### src/rtl/es_ctrl_pkg.sv
// -----------------------------------------------------------------------------
// es_ctrl_pkg
//  Shared encodings for the expression-stack control path: decode command
//  codes, ESOp encodings seen by ex_stack, named push sources for the pushVal
//  mux, and the sequencer state enum.
//  No ports (package).
// -----------------------------------------------------------------------------
package es_ctrl_pkg;

   // Command codes arriving from decode.
   typedef enum logic [1:0] {
      CMD_NOP  = 2'd0,
      CMD_PUSH = 2'd1,
      CMD_POP  = 2'd2,
      CMD_DUP  = 2'd3
   } cmd_e;

   // Stack operation encodings driven to ex_stack.
   typedef enum logic [1:0] {
      ES_NOP  = 2'b00,
      ES_PUSH = 2'b01,
      ES_POP  = 2'b10,
      ES_DUP  = 2'b11
   } es_op_e;

   // Push sources 0..5 select constants; these two select the operand registers.
   localparam logic [2:0] SRC_A = 3'd6;
   localparam logic [2:0] SRC_B = 3'd7;

   // Sequencer states.
   typedef enum logic [1:0] {
      ST_IDLE  = 2'd0,
      ST_SETUP = 2'd1,
      ST_EXEC  = 2'd2
   } state_e;

endpackage

### src/rtl/es_op_sequencer_if.sv
// -----------------------------------------------------------------------------
// es_op_sequencer_if
//  Command handshake between decode (master) and the stack sequencer (slave).
//  Signals:
//   req_valid  master->slave  command present
//   req_ready  slave->master  sequencer idle; transfer when valid && ready
//   req_cmd    master->slave  2-bit command code (es_ctrl_pkg::cmd_e)
//   req_src    master->slave  3-bit push source for CMD_PUSH
// -----------------------------------------------------------------------------
interface es_op_sequencer_if;

   logic       req_valid;
   logic       req_ready;
   logic [1:0] req_cmd;
   logic [2:0] req_src;

   modport master (
      output req_valid,
      output req_cmd,
      output req_src,
      input  req_ready
   );

   modport slave (
      input  req_valid,
      input  req_cmd,
      input  req_src,
      output req_ready
   );

endinterface

### src/rtl/es_depth_counter.sv
// -----------------------------------------------------------------------------
// es_depth_counter
//  Logical depth of the expression stack. Clear has priority over inc/dec.
//  The sequencer never requests inc at full or dec at empty; doing so is a
//  protocol violation caught by assertion rather than silently saturated.
//  Ports:
//   clk, rst_n          clock, async active-low reset
//   inc, dec, clear     one-cycle update requests
//   depth [DW-1:0]      current depth
//   full, empty         depth==DEPTH, depth==0
// -----------------------------------------------------------------------------
module es_depth_counter #(
   parameter  int DEPTH = 16,
   localparam int DW    = $clog2(DEPTH + 1)
) (
   input  logic          clk,
   input  logic          rst_n,
   input  logic          inc,
   input  logic          dec,
   input  logic          clear,
   output logic [DW-1:0] depth,
   output logic          full,
   output logic          empty
);

   always_ff @(posedge clk or negedge rst_n) begin
      if (!rst_n) begin
         depth <= '0;
      end else if (clear) begin
         depth <= '0;
      end else if (inc) begin
         depth <= depth + DW'(1);
      end else if (dec) begin
         depth <= depth - DW'(1);
      end
   end

   assign full  = (depth == DW'(DEPTH));
   assign empty = (depth == '0);

   a_no_overflow: assert property (@(posedge clk) disable iff (!rst_n) !(inc && !clear && full))
      else $error("depth counter incremented at full");
   a_no_underflow: assert property (@(posedge clk) disable iff (!rst_n) !(dec && !clear && empty))
      else $error("depth counter decremented at empty");

endmodule

### src/rtl/es_op_sequencer.sv
// -----------------------------------------------------------------------------
// es_op_sequencer
//  Control FSM for the expression stack and its push-source path. Takes one
//  command at a time from decode, screens it against the current depth, and
//  drives pushSrc / ESOp / ESAct with the timing ex_stack expects. A push
//  spends one SETUP cycle so the pushVal register can capture the mux output
//  selected by pushSrc before the stack write in EXEC.
//  Ports:
//   clk, reset          clock, async active-low reset
//   req                 command handshake (es_op_sequencer_if.slave)
//   flush               empty the stack (honoured only when idle)
//   clr_err             clear sticky error flags
//   pushSrc [2:0]       registered push-source select
//   ESOp [1:0]          stack operation, valid while ESAct=1
//   ESAct               one-cycle stack action strobe
//   done, err           completion pulse / rejected-command pulse
//   ovf_flag, unf_flag  sticky overflow / underflow flags
//   depth [DW-1:0]      logical depth; full, empty derived from it
// -----------------------------------------------------------------------------
module es_op_sequencer
   import es_ctrl_pkg::*;
#(
   parameter  int DEPTH = 16,
   localparam int DW    = $clog2(DEPTH + 1)
) (
   input  logic                clk,
   input  logic                reset,
   es_op_sequencer_if.slave    req,
   input  logic                flush,
   input  logic                clr_err,
   output logic [2:0]          pushSrc,
   output logic [1:0]          ESOp,
   output logic                ESAct,
   output logic                done,
   output logic                err,
   output logic                ovf_flag,
   output logic                unf_flag,
   output logic [DW-1:0]       depth,
   output logic                full,
   output logic                empty
);

   state_e state;
   cmd_e   cmd;
   logic   accept;
   logic   reject_ovf;
   logic   reject_unf;
   logic   depth_inc;
   logic   depth_dec;
   logic   depth_clear;

   // Flush wins over a request, so the handshake is withheld while it is high.
   assign req.req_ready = (state == ST_IDLE) && !flush;
   assign accept        = req.req_valid && req.req_ready;
   assign cmd           = cmd_e'(req.req_cmd);

   // NOTE: every signal assigned in always_comb gets a default first so no path leaves it unassigned (no latch).
   always_comb begin
      reject_ovf = 1'b0;
      reject_unf = 1'b0;
      if (accept) begin
         unique case (cmd)
            CMD_PUSH: reject_ovf = full;
            CMD_POP:  reject_unf = empty;
            // Empty takes precedence: a DUP with nothing to copy is an underflow.
            CMD_DUP: begin
               reject_unf = empty;
               reject_ovf = full && !empty;
            end
            default: ;
         endcase
      end
   end

   // Depth moves on the edge that ends EXEC, keyed off the registered strobe.
   assign depth_inc   = ESAct && ((ESOp == ES_PUSH) || (ESOp == ES_DUP));
   assign depth_dec   = ESAct && (ESOp == ES_POP);
   assign depth_clear = flush && (state == ST_IDLE);

   es_depth_counter #(
      .DEPTH (DEPTH)
   ) u_depth (
      .clk   (clk),
      .rst_n (reset),
      .inc   (depth_inc),
      .dec   (depth_dec),
      .clear (depth_clear),
      .depth (depth),
      .full  (full),
      .empty (empty)
   );

   // NOTE: sequential state uses non-blocking assignments so every register samples pre-edge values.
   always_ff @(posedge clk or negedge reset) begin
      if (!reset) begin
         state    <= ST_IDLE;
         pushSrc  <= '0;
         ESOp     <= ES_NOP;
         ESAct    <= 1'b0;
         done     <= 1'b0;
         err      <= 1'b0;
         ovf_flag <= 1'b0;
         unf_flag <= 1'b0;
      end else begin
         // Pulses default low; only EXEC entry and completion raise them.
         ESAct <= 1'b0;
         ESOp  <= ES_NOP;
         done  <= 1'b0;
         err   <= 1'b0;

         // A new rejection in the same cycle as clr_err keeps its flag set.
         ovf_flag <= (ovf_flag && !clr_err) || reject_ovf;
         unf_flag <= (unf_flag && !clr_err) || reject_unf;

         unique case (state)
            ST_IDLE: begin
               if (accept) begin
                  if (reject_ovf || reject_unf) begin
                     done <= 1'b1;
                     err  <= 1'b1;
                  end else begin
                     unique case (cmd)
                        CMD_NOP: done <= 1'b1;
                        CMD_PUSH: begin
                           pushSrc <= req.req_src;
                           state   <= ST_SETUP;
                        end
                        CMD_POP: begin
                           ESAct <= 1'b1;
                           ESOp  <= ES_POP;
                           state <= ST_EXEC;
                        end
                        CMD_DUP: begin
                           ESAct <= 1'b1;
                           ESOp  <= ES_DUP;
                           state <= ST_EXEC;
                        end
                        default: ;
                     endcase
                  end
               end
            end
            // pushVal captures the mux output selected by pushSrc at the end of SETUP.
            ST_SETUP: begin
               ESAct <= 1'b1;
               ESOp  <= ES_PUSH;
               state <= ST_EXEC;
            end
            ST_EXEC: begin
               done  <= 1'b1;
               state <= ST_IDLE;
            end
            default: state <= ST_IDLE;
         endcase
      end
   end

endmodule

### src/flat_wrapper.sv
// flat-port wrapper written by rule: the top's interface ports become plain ports
module es_op_sequencer_flat import es_ctrl_pkg::*;
#(
   parameter  int DEPTH = 16,
   localparam int DW    = $clog2(DEPTH + 1)
)
  (clk, reset, flush, clr_err, pushSrc, ESOp, ESAct, done, err, ovf_flag, unf_flag, depth, full, empty, req_req_valid, req_req_cmd, req_req_src, req_req_ready);
  es_op_sequencer_if req_i ();
  input  logic clk;
  input  logic reset;
  input  logic flush;
  input  logic clr_err;
  output logic [2:0] pushSrc;
  output logic [1:0] ESOp;
  output logic ESAct;
  output logic done;
  output logic err;
  output logic ovf_flag;
  output logic unf_flag;
  output logic [DW-1:0] depth;
  output logic full;
  output logic empty;
  input wire logic [$bits(req_i.req_valid)-1:0] req_req_valid;
  input wire logic [$bits(req_i.req_cmd)-1:0] req_req_cmd;
  input wire logic [$bits(req_i.req_src)-1:0] req_req_src;
  output wire logic [$bits(req_i.req_ready)-1:0] req_req_ready;
  assign req_i.req_valid = req_req_valid;
  assign req_i.req_cmd = req_req_cmd;
  assign req_i.req_src = req_req_src;
  assign req_req_ready = req_i.req_ready;
  es_op_sequencer #(.DEPTH(DEPTH)) u_core (.clk(clk), .reset(reset), .req(req_i), .flush(flush), .clr_err(clr_err), .pushSrc(pushSrc), .ESOp(ESOp), .ESAct(ESAct), .done(done), .err(err), .ovf_flag(ovf_flag), .unf_flag(unf_flag), .depth(depth), .full(full), .empty(empty));
endmodule
### config.mk
export PLATFORM = sky130hd
export DESIGN_NAME = es_op_sequencer_flat
export DESIGN_NICKNAME = d
export VERILOG_FILES = /design/src/rtl/es_ctrl_pkg.sv /design/src/rtl/es_op_sequencer_if.sv /design/src/rtl/es_depth_counter.sv /design/src/rtl/es_op_sequencer.sv /design/src/flat_wrapper.sv
export SDC_FILE = /design/constraint.sdc
export NUM_CORES = 1
export LEC_CHECK = 0
export BUFFER_PORTS_ARGS = -buffer_cell sky130_fd_sc_hd__buf_2
export CORE_ASPECT_RATIO = 1.2
export CORE_UTILIZATION = 44
export DETAILED_ROUTE_END_ITERATION = 8
export MAX_ROUTING_LAYER = met4
export PLACE_DENSITY = 0.75
export REMOVE_ABC_BUFFERS = 1
export SYNTH_ARGS = -nofsm -noshare
export SYNTH_HDL_FRONTEND = slang
export SYNTH_SLANG_ARGS = --single-unit
### constraint.sdc
create_clock -name clk -period 1.61 [get_ports clk]
set_input_delay 0.161 -clock clk [delete_from_list [all_inputs] [get_ports clk]]
set_output_delay 0.161 -clock clk [all_outputs]
set_load 0.02 [all_outputs]
=== After elaboration in Yosys (flattened, before gate mapping) ===
Index checks and enable logic that the tools add are counted.

* Register bits after elaboration: 17
* Latch bits: 0
* Memory bits (writable): 0
* ROM bits: 0
* Input port bits: 10
* Output and inout port bits: 18
* Word-level logic and storage cells: 72
* Memories kept: 0

* Add/subtract/negate cells: 2
* Multiply operators: 0
* Div/mod/pow operators: 0
* Order comparisons: 0
* Eq/ne operators: 12
* Shift operators: 0
* Mux-type cells: 26
* Bitwise operators: 1
* Reduce and logical (&&, ||, !) cells: 22

{| class="wikitable"
|+ Operator list
! operator !! number
|-
| $pmux W2 S2 || 4
|-
| $mux W5 || 3
|-
| $mux W1 || 12
|-
| $eq A2 B2 Y1 const B || 5
|-
| $logic_and A1 B1 Y1 || 8
|-
| $mux W2 || 4
|-
| $eq A2 B1 Y1 const B || 3
|-
| $pmux W1 S2 || 3
|-
| $add A5 B1 Y5 const B || 1
|-
| $eq A5 B5 Y1 const B || 1
|-
| $logic_not A5 Y1 || 1
|-
| $sub A5 B1 Y5 const B || 1
|-
| $logic_not A2 Y1 || 2
|-
| $logic_or A1 B1 Y1 || 4
|-
| $reduce_and A4 Y1 || 1
|-
| $logic_not A1 Y1 || 3
|-
| $ne A3 B3 Y1 const B || 1
|-
| $reduce_and A3 Y1 || 1
|-
| $reduce_bool A3 Y1 || 1
|-
| $ne A2 B1 Y1 const B || 1
|-
| $ne A2 B2 Y1 const B || 1
|-
| $reduce_or A2 Y1 || 1
|-
| $not A1 Y1 || 1
|}

=== Depth between registers and ports, before layout ===
Gate-level depths: netlist of run 1.

* Depth after elaboration: 9
* Gate-level depth with buffers: 6
* Gate-level depth less buffers: 6

=== Cells and area by module ===
Synthesis of run 1 repeated with hierarchy kept, for this count alone.

* Cells, all modules: 86
* Area total of the unflattened synthesis: 927.1 µm²

{| class="wikitable"
|+ By module, submodules not included
! module !! times used !! cells an instance !! area an instance (µm²) !! sequential area each (µm²)
|-
| es_op_sequencer || 1 || 43 || 520.5 || 300.3
|-
| es_depth_counter || 1 || 43 || 406.6 || 125.1
|}

=== Worst setup path after synthesis of run 1 ===
No wires, ideal clock.

* Kind: reg2reg
* Start point: register u_core.ESOp[0]
* End point: register u_core.u_depth.depth[4]
* Library setup time: 0.125 ns
* Data arrival time: 1.697 ns
* Required time: 1.485 ns
* Slack: -0.212 ns
* Cell stages (with the launch flop): 7
* Buffers on the path: 0
* Period minus slack after synthesis: 1.822 ns
* Cell sequence: dfrtp_1 > nand2_1 > ha_1 > a21oi_1 > a21oi_1 > a31oi_1 > mux2_2

* Longest elaborated chain between the ends: 5
* Elaborated cells on any way between the ends: 9
* Classes of those cells: eq/ne (3); mux (2); reduce/logical (4)

{| class="wikitable"
|+ RTL lines
! element !! line !! source
|-
| from (decl) || es_op_sequencer.sv:32 || <nowiki>output logic [1:0] ESOp,</nowiki>
|-
| from (signal assigned) || es_op_sequencer.sv:98 || <nowiki>ESOp <= ES_NOP;</nowiki>
|-
| from (signal assigned) || es_op_sequencer.sv:107 || <nowiki>ESOp <= ES_NOP;</nowiki>
|-
| from (signal assigned) || es_op_sequencer.sv:130 || <nowiki>ESOp <= ES_POP;</nowiki>
|-
| $eq A2 B1 Y1 / $eq A2 B2 Y1 (equally long branches) || es_op_sequencer.sv:76 || <nowiki>assign depth_inc = ESAct && ((ESOp == ES_PUSH) || (ESOp == ES_DUP));</nowiki>
|-
| $logic_or A1 B1 Y1 || es_op_sequencer.sv:76 ||
|-
| $logic_and A1 B1 Y1 || es_op_sequencer.sv:76 ||
|-
| $mux W5 || es_depth_counter.sv:31 || <nowiki>end else if (inc) begin</nowiki>
|-
| $mux W5 || es_depth_counter.sv:29 || <nowiki>end else if (clear) begin</nowiki>
|-
| to (signal assigned) || es_depth_counter.sv:32 || <nowiki>depth <= depth + DW'(1);</nowiki>
|-
| to (signal assigned) || es_depth_counter.sv:34 || <nowiki>depth <= depth - DW'(1);</nowiki>
|-
| to (decl) || es_depth_counter.sv:21 || <nowiki>output logic [DW-1:0] depth,</nowiki>
|}

Parallel ways exist; a longest one is shown, timed or not.
A chain may end at the register's enable or synchronous reset.

=== Worst setup path after layout of run 1 ===
* Start point: register u_core.u_depth.depth[3]
* End point: output port empty

* Longest elaborated chain between the ends: 1

{| class="wikitable"
|+ RTL lines
! element !! line !! source
|-
| $logic_not A5 Y1 || es_depth_counter.sv:39 || <nowiki>assign empty = (depth == '0);</nowiki>
|-
| to (decl) || flat_wrapper.sv:22 || <nowiki>output logic empty;</nowiki>
|}

Every way passes these cells.

==> PnR_summary.wiki, run 1 <==
{| class="wikitable"
! Metric !! Value
|-
| Largest net degree at the start of global routing || 18
|-
| Post-Route Utilization || between 70% and 80%
|-
| Number of clock sinks || 17
|-
| Worst clock skew on the final layout || about 0.0032 ns
|-
| Global Route met3 Usage || ~2.5%
|-
| Min Clock Period, post-route || between 1.5 and 2 ns
|-
| Violated checks || negative setup slack
|-
| Clock tree buffer depth || 2
|-
| Worst setup EP type || primary output
|-
| Die Width || 42.6 um
|-
| Row count || 17
|-
| Layout net count || ~150
|-
| Starting density of the core || about 47%
|-
| DRC violation count after routing || 0
|-
| Wirelength per Cell || 15.6 um
|-
| Post-synth EDFFs || 0
|-
| Critical path class || flop to primary output
|-
| Port Buffer Count || 27
|-
| Peak supply drop || approximately 0.78 mV
|-
| Standby leakage power || 0.000737 uW
|-
| Clock H-tree levels || 1
|-
| Synthesized cell area || just under 900 um2
|-
| Cell accounting for the most synthesized area || dfrtp_1
|-
| DRC violation total after the first TritonRoute iteration || 2
|-
| Cell area power density || 638 mW/mm2
|-
| Critical path, cell by cell || buf_6 -> or4_4 -> nor2_1 -> buf_4
|-
| Ratio of cells with drive above 1 in the final layout || 58.6%
|-
| Clk Tree Root Cell || clkbuf_4
|-
| Largest fanout of any net on the critical path || 3
|-
| Avg Vias per Cell || 5.47
|-
| Count of distinct cell types in the synthesized netlist || 30
|-
| Top area cells in the synthesized netlist || dfrtp_1 (49%), mux2_2 (5.2%), ha_1 (4.3%)
|-
| Max Clk Rate || 568 MHz
|-
| Share of the synthesized area in the top cell type || 48.8%
|-
| Number of iterations in the first detailed-routing pass || 2
|-
| Global-route wire length before repair || 3.70 mm
|-
| Insertion delay to the later sink of the worst-skew pair || 0.29 ns
|-
| Antenna violations before repair || 0
|-
| Setup repair after global routing missed its margin || true
|-
| Cell area after layout || between 0.001 and 0.0015 mm2
|-
| Via count of the routed design || 832
|-
| Num ports || 28
|-
| Dominant cell by count in the synthesized netlist || dfrtp_1
|-
| GRT Resource Usage Total || approximately a quarter
|-
| Post-route worst hold slack || 0.0600 ns
|-
| Slew HR || 73.0%
|-
| TritonCTS Buffers || 3
|-
| Overall power || around 900 uW
|-
| Post-Place Worst Slack || -0.128 ns
|-
| Flops & latches, synth || 17
|-
| Area enclosed by the die boundary || 0.00216 mm2
|-
| Count of pins over their slew limit || 0
|-
| Syn Inst Count || 79
|-
| Placed wire-length estimate || 1.46 mm
|-
| Area growth syn-to-layout || 59.8%
|-
| Layer with the highest usage after global routing || met2
|-
| Highest cell delay on the worst timing path || 0.52 ns
|-
| Vertical die dimension || 50.8 um
|-
| Number of global-route vias before repair || 838
|-
| Sequential share of the synthesized area || between 40% and 50%
|-
| Area after DPL || between 0.001 and 0.0015 mm2
|-
| Primary FF master, synth || dfrtp_1
|-
| Final Routed Wirelength || 2.36 mm
|-
| GRT overflow || 0
|-
| Total setup violations reported at the end of the flow || 7
|-
| GRT met2 Usage || 44.2%
|-
| Fraction of registers with async set or reset after synthesis || 100%
|-
| Post-route setup slack || -0.149 ns
|-
| Average cell area after synthesis || 11.0 um2
|-
| Element type at the critical path start || flop
|-
| Number of antenna repair diodes || 0
|-
| Slowest stage cell on the critical path || or4_4
|-
| Hold Path Class || primary input to flop
|-
| Clock input transition at the sequential cells of the worst setup and hold paths || about 0.09 ns
|-
| GP Congestion || 0.849
|-
| Worst-Margin Slew || approximately 0.41 ns
|-
| Required @ worst endpoint || 1.45 ns
|-
| Core area || 0.00185 mm2
|-
| Met1 usage in global routing || 25.6%
|-
| Most frequent cells after synthesis || dfrtp_1 (17), nor2_1 (8), nand2_1 (6), a21oi_1 (5), inv_1 (5)
|-
| Number of failing hold endpoints at the final stage || 0
|-
| Clock tree from TritonCTS || done
|-
| Number of maximum-capacitance violations || 0
|-
| Final ANT Viol Nets || 0
|-
| Final Cycle Share || 109%
|-
| CP Data Arrival Time || between 1.5 and 2 ns
|-
| Status || finished, violations left
|-
| Yosys warnings || 0
|}
kinds of logic (layout without fill, tap and decap cells):
kind of cell,after synthesis,in the layout,synth area share [%]
mux,6,6,7.46
xor+xnor,2,2,2.01
buf+inv,7,61,3.87
simple gates,28,28,19.9
flops,17,17,48.8
compound gates,15,15,11.3
fa+ha+maj,4,4,6.60
placed cells by master, fill, tap and decap left out, types with 2 or more instances in the layout:
master	count
buf_2	25
buf_4	17
dfrtp_1	16
buf_6	9
nor2_1	8
nand2_1	4
inv_1	3
a21o_1	3
mux2_4	3
clkbuf_4	3
mux2i_1	2
a21oi_1	2
nor3_1	2
a21oi_2	2
and3b_1	2
ha_4	2
critical path, delay by kind of cell, from the launching register on:
family,cells,cell delay (ns)
buffers and inverters,2,0.28
flip-flops,1,0.41
AND/OR/NAND/NOR,2,0.62
state kept, by name, indices dropped and copies added, names as in the netlist:
name,cells
u_core.ESAct,1
u_core.ESOp,2
u_core.done,1
u_core.err,1
u_core.ovf_flag,1
u_core.pushSrc,3
u_core.state,2
u_core.u_depth.depth,5
u_core.unf_flag,1
per-stage QoR:
step	cells	setup TNS, ns
5_1_grt	152	-1.02
2_1_floorplan	77	-0.217
3_5_place_dp	137	-0.215
4_1_cts	153	-0.338
6_report	152	-0.493
3_3_place_gp	137	-0.0901
worst paths after layout:
path	cells past startpoint	endpoint	startpoint	slack, ns
setup / recovery	4	empty	u_core.u_depth.depth[3]$_DFFE_PN0P_	-0.15
hold / removal	2	u_core.unf_flag$_DFF_PN0_	clr_err	0.06
setup reg to reg	6	u_core.pushSrc[1]$_DFFE_PN0P_	u_core.u_depth.depth[3]$_DFFE_PN0P_	-0.05
hold reg to reg	1	u_core.pushSrc[2]$_DFFE_PN0P_	u_core.pushSrc[2]$_DFFE_PN0P_	0.52
max in group asynchronous	2	u_core.u_depth.depth[1]$_DFFE_PN0P_	reset	0.97
min in group asynchronous	2	u_core.u_depth.depth[2]$_DFFE_PN0P_	reset	0.33
layer usage:
layer / up-vias / share of wire, %
li1: 394 / -
met1: 400 / 36
met3: 11 / 3.7
met2: 27 / 57
met4: 0 / 2.7
met5: - / 0
power breakdown:
| group | total, uW | switching, uW | leakage, uW | internal [uW] |
|---|---|---|---|---|
| combinational | 188 | 100 | 0.000495 | 87.8 |
| sequential | 472 | 16.1 | 0.000227 | 456 |
| clock | 229 | 132 | 0.0000150 | 96.6 |
| total | 889 | 249 | 0.000737 | 640 |
what timing repair did:
| item | CTS | global route |
|---|---|---|
| hold buffers | 1 | 0 |
| resized for setup | 24 | 12 |
| endpoints found under the hold margin | 17 | 0 |
| buffers inserted | 11 | 0 |
| endpoints found under the setup margin | 8 | 10 |
| pin swaps | 6 | 8 |
area by class of cell:
type	instances	area, um2
fill	123	457
clock buffer	4	26.3
sequential	17	427
timing repair buffer	52	364
inverter	5	21.3
multi-input combinational	55	532
tap	19	23.8
No activity file was read; power rests on OpenSTA's default activity.
==> run 2: changes to the inputs <==
- RECOVER_POWER: unset -> 100
==> run 2 against run 1 <==
Net effect:
- the run still ends with negative setup slack left
- hold slack got worse by 0.0012 ns
- combinational power is 5% lower
- routed wire length fell by 0.42%
- non-clock buffer count unchanged
- sequential share of layout area increased by 0.45 points
- cell area fell by 1.4%
- worst setup slack worse by 0.0012 ns
- die area is the same
- register-to-register slack about the same
- sequential power about the same
- count of clock-buffer cells in the layout did not move
- largest cell class unchanged
- largest power group unchanged
==> PnR_summary.wiki, run 2 (synthesized netlist as in run 1, its figures left out) <==
{| class="wikitable"
! Metric !! Value
|-
| Hold-critical path endpoint || u_core.unf_flag$_DFF_PN0_
|-
| Standby leakage power || 0.000684 uW (-7.3%)
|-
| DRC violation total after the first TritonRoute iteration || 2 (unchanged)
|-
| Largest net degree at the start of global routing || 18 (unchanged)
|-
| Setup repair after global routing missed its margin || true
|-
| Top reg by flops || u_core.u_depth.depth
|-
| Die Width || 42.6 um (unchanged)
|-
| Final Cycle Share || 109% (about the same)
|-
| Violated checks || negative setup slack
|-
| Via count of the routed design || 825 (-0.84%)
|-
| Final Routed Wirelength || 2.35 mm (-0.42%)
|-
| TritonCTS Buffers || 3 (unchanged)
|-
| Global-route wire length before repair || 3.70 mm (unchanged)
|-
| Startpoint of the worst hold path || clr_err
|-
| Number of cells traversed by the worst register-to-register path || 6 (unchanged)
|-
| Highest cell delay on the worst timing path || 0.52 ns (about the same)
|-
| Total setup violations reported at the end of the flow || 7 (unchanged)
|-
| Most frequent cells in the layout || buf_4 (16), dfrtp_1 (16), clkbuf_1 (15)
|-
| Element type at the critical path start || flop
|-
| Antenna violations before repair || 0 (unchanged)
|-
| Final ANT Viol Nets || 0 (unchanged)
|-
| Clock tree buffer depth || 2 (unchanged)
|-
| Final standard cell count with taps included and fillers excluded || 152 (unchanged)
|-
| GP Congestion || 0.849 (unchanged)
|-
| Clock tree from TritonCTS || done
|-
| Worst clock skew on the final layout || 0.00348 ns (+0.000268 ns)
|-
| Clock input transition at the sequential cells of the worst setup and hold paths || 0.09 ns (about the same)
|-
| Min Clock Period, post-route || 1.76 ns (+0.00116 ns)
|-
| Area after DPL || 0.00112 mm2 (unchanged)
|-
| Critical path class || flop to primary output
|-
| Row count || 17 (unchanged)
|-
| Starting density of the core || 47.1% (unchanged)
|-
| Status || finished, violations left
|-
| Core area || 0.00185 mm2 (unchanged)
|-
| Num ports || 28 (unchanged)
|-
| Number of cells on the worst hold path || 2 (unchanged)
|-
| Number of maximum-capacitance violations || 0 (unchanged)
|-
| Flip-flop count of the largest register, all copies and words added || 5 (unchanged)
|-
| Capturing point of the worst reg2reg path || u_core.pushSrc[1]$_DFFE_PN0P_
|-
| Number of global-route vias before repair || 838 (unchanged)
|-
| GRT overflow || 0 (unchanged)
|-
| Peak supply drop || 0.763 mV (-2.1%)
|-
| Insertion delay to the later sink of the worst-skew pair || 0.29 ns (about the same)
|-
| Vertical die dimension || 50.8 um (unchanged)
|-
| Port Buffer Count || 27 (unchanged)
|-
| Worst-case register-to-register setup slack || -0.05 ns (about the same)
|-
| Slew HR || 35.7% (-37 points)
|-
| Worst-Margin Slew || 0.964 ns (+0.558 ns)
|-
| Layout net count || 148 (unchanged)
|-
| GRT Resource Usage Total || 24.2% (unchanged)
|-
| Hold Path Class || primary input to flop
|-
| Required @ worst endpoint || 1.45 ns (about the same)
|-
| Number of antenna repair diodes || 0 (unchanged)
|-
| Max Clk Rate || 568 MHz (about the same)
|-
| Number of failing hold endpoints at the final stage || 0 (unchanged)
|-
| Number of iterations in the first detailed-routing pass || 3 (+1)
|-
| Area enclosed by the die boundary || 0.00216 mm2 (unchanged)
|-
| DRC violation count after routing || 0 (unchanged)
|-
| Sum of negative setup slack || -0.475 ns (+0.0176 ns)
|-
| Clk Tree Root Cell || clkbuf_4
|-
| Largest registers || u_core.u_depth.depth (5), u_core.pushSrc (3)
|-
| Wirelength per Cell || 15.5 um (-0.42%)
|-
| Largest fanout of any net on the critical path || 3 (unchanged)
|-
| CP Data Arrival Time || 1.60 ns (about the same)
|-
| Post-Place Worst Slack || -0.128 ns (unchanged)
|-
| Placed wire-length estimate || 1.46 mm (unchanged)
|-
| Post-route setup slack || -0.150 ns (-0.00116 ns)
|-
| Launch point of the worst reg-to-reg path || u_core.u_depth.depth[3]$_DFFE_PN0P_
|-
| Overall power || 881 uW (-0.91%)
|-
| Slowest stage cell on the critical path || or4_4
|-
| Cell area power density || 641 mW/mm2 (+0.54%)
|-
| Ratio of cells with drive above 1 in the final layout || 48.1% (-11 points)
|-
| Critical path, cell by cell || buf_6 -> or4_4 -> nor2_1 -> buf_4
|-
| Placed Cells || 137 (unchanged)
|-
| Cell area after layout || 0.00137 mm2 (-1.4%)
|-
| Worst setup EP type || primary output
|-
| Number of clock sinks || 17 (unchanged)
|-
| Area growth syn-to-layout || 57.5%
|-
| Count of pins over their slew limit || 0 (unchanged)
|-
| Avg Vias per Cell || 5.43 (-0.84%)
|-
| Clock H-tree levels || 1 (unchanged)
|}
-- run 2: changes by cell type in the layout (fill, tap and decap cells not counted) --
cell      previous run  this run
clkbuf_1             1        15
buf_2               25        12
buf_4               17        16
-- run 2: repair_timing --
item                                   in CTS  in global routing
pin swaps                                   6                  8
resized for setup                          24                 12
buffers inserted                           11                  0
endpoints found under the hold margin      17                  0
hold buffers                                1                  0
setup endpoints to repair                   8                 10
-- run 2: worst max-delay path by stage --
stage	endpoint	slack (ns)	cells after the start	start
floorplan	u_core.u_depth.depth[4]$_DFFE_PN0P_	-0.21	6	u_core.ESOp[0]$_DFF_PN0_
global placement	u_core.u_depth.depth[4]$_DFFE_PN0P_	-0.08	6	u_core.ESAct$_DFF_PN0_
detailed placement	u_core.u_depth.depth[4]$_DFFE_PN0P_	-0.13	6	u_core.ESOp[0]$_DFF_PN0_
CTS	empty	-0.12	4	u_core.u_depth.depth[3]$_DFFE_PN0P_
global route	full	-0.20	6	u_core.u_depth.depth[3]$_DFFE_PN0P_
finish	empty	-0.15	4	u_core.u_depth.depth[3]$_DFFE_PN0P_
-- run 2: worst max-delay path: cells and delay by family, from the launching register on --
family	cells	cell delay (ns)
buffers and inverters	2	0.28
DFF	1	0.41
and+or+nand+nor	2	0.62
-- run 2: report_power, final --
part	leakage [uW]	switching [uW]	internal, uW
Combinational	0.000441	100	78.9
Clock	0.0000150	133	96.6
Sequential	0.000227	16.7	456
-- run 2: per-layer routing --
layer,vias to the layer above,global-route usage (%),routed length (um)
met4,0,10.9,64
met2,27,44.2,1350
met5,-,-,0
li1,393,-,-
met3,8,2.52,85
met1,397,25.6,849
-- run 2: through the flow --
stage	util [%]	hold WS, ns
2_1_floorplan	-	-0.135
3_3_place_gp	60.6	0.0993
3_5_place_dp	60.6	0.108
4_1_cts	72.5	0.0543
5_1_grt	74.2	0.0618
6_report	74.2	0.0588
-- run 2: cell type report --
| type | instances | area (um2) |
|---|---|---|
| multi-input cells | 55 | 532 |
| well taps | 19 | 23.8 |
| flip-flops and latches | 17 | 427 |
| fillers | 133 | 477 |
| repair buffers | 52 | 344 |
| inverters | 5 | 21.3 |
| clock buffers | 4 | 26.3 |
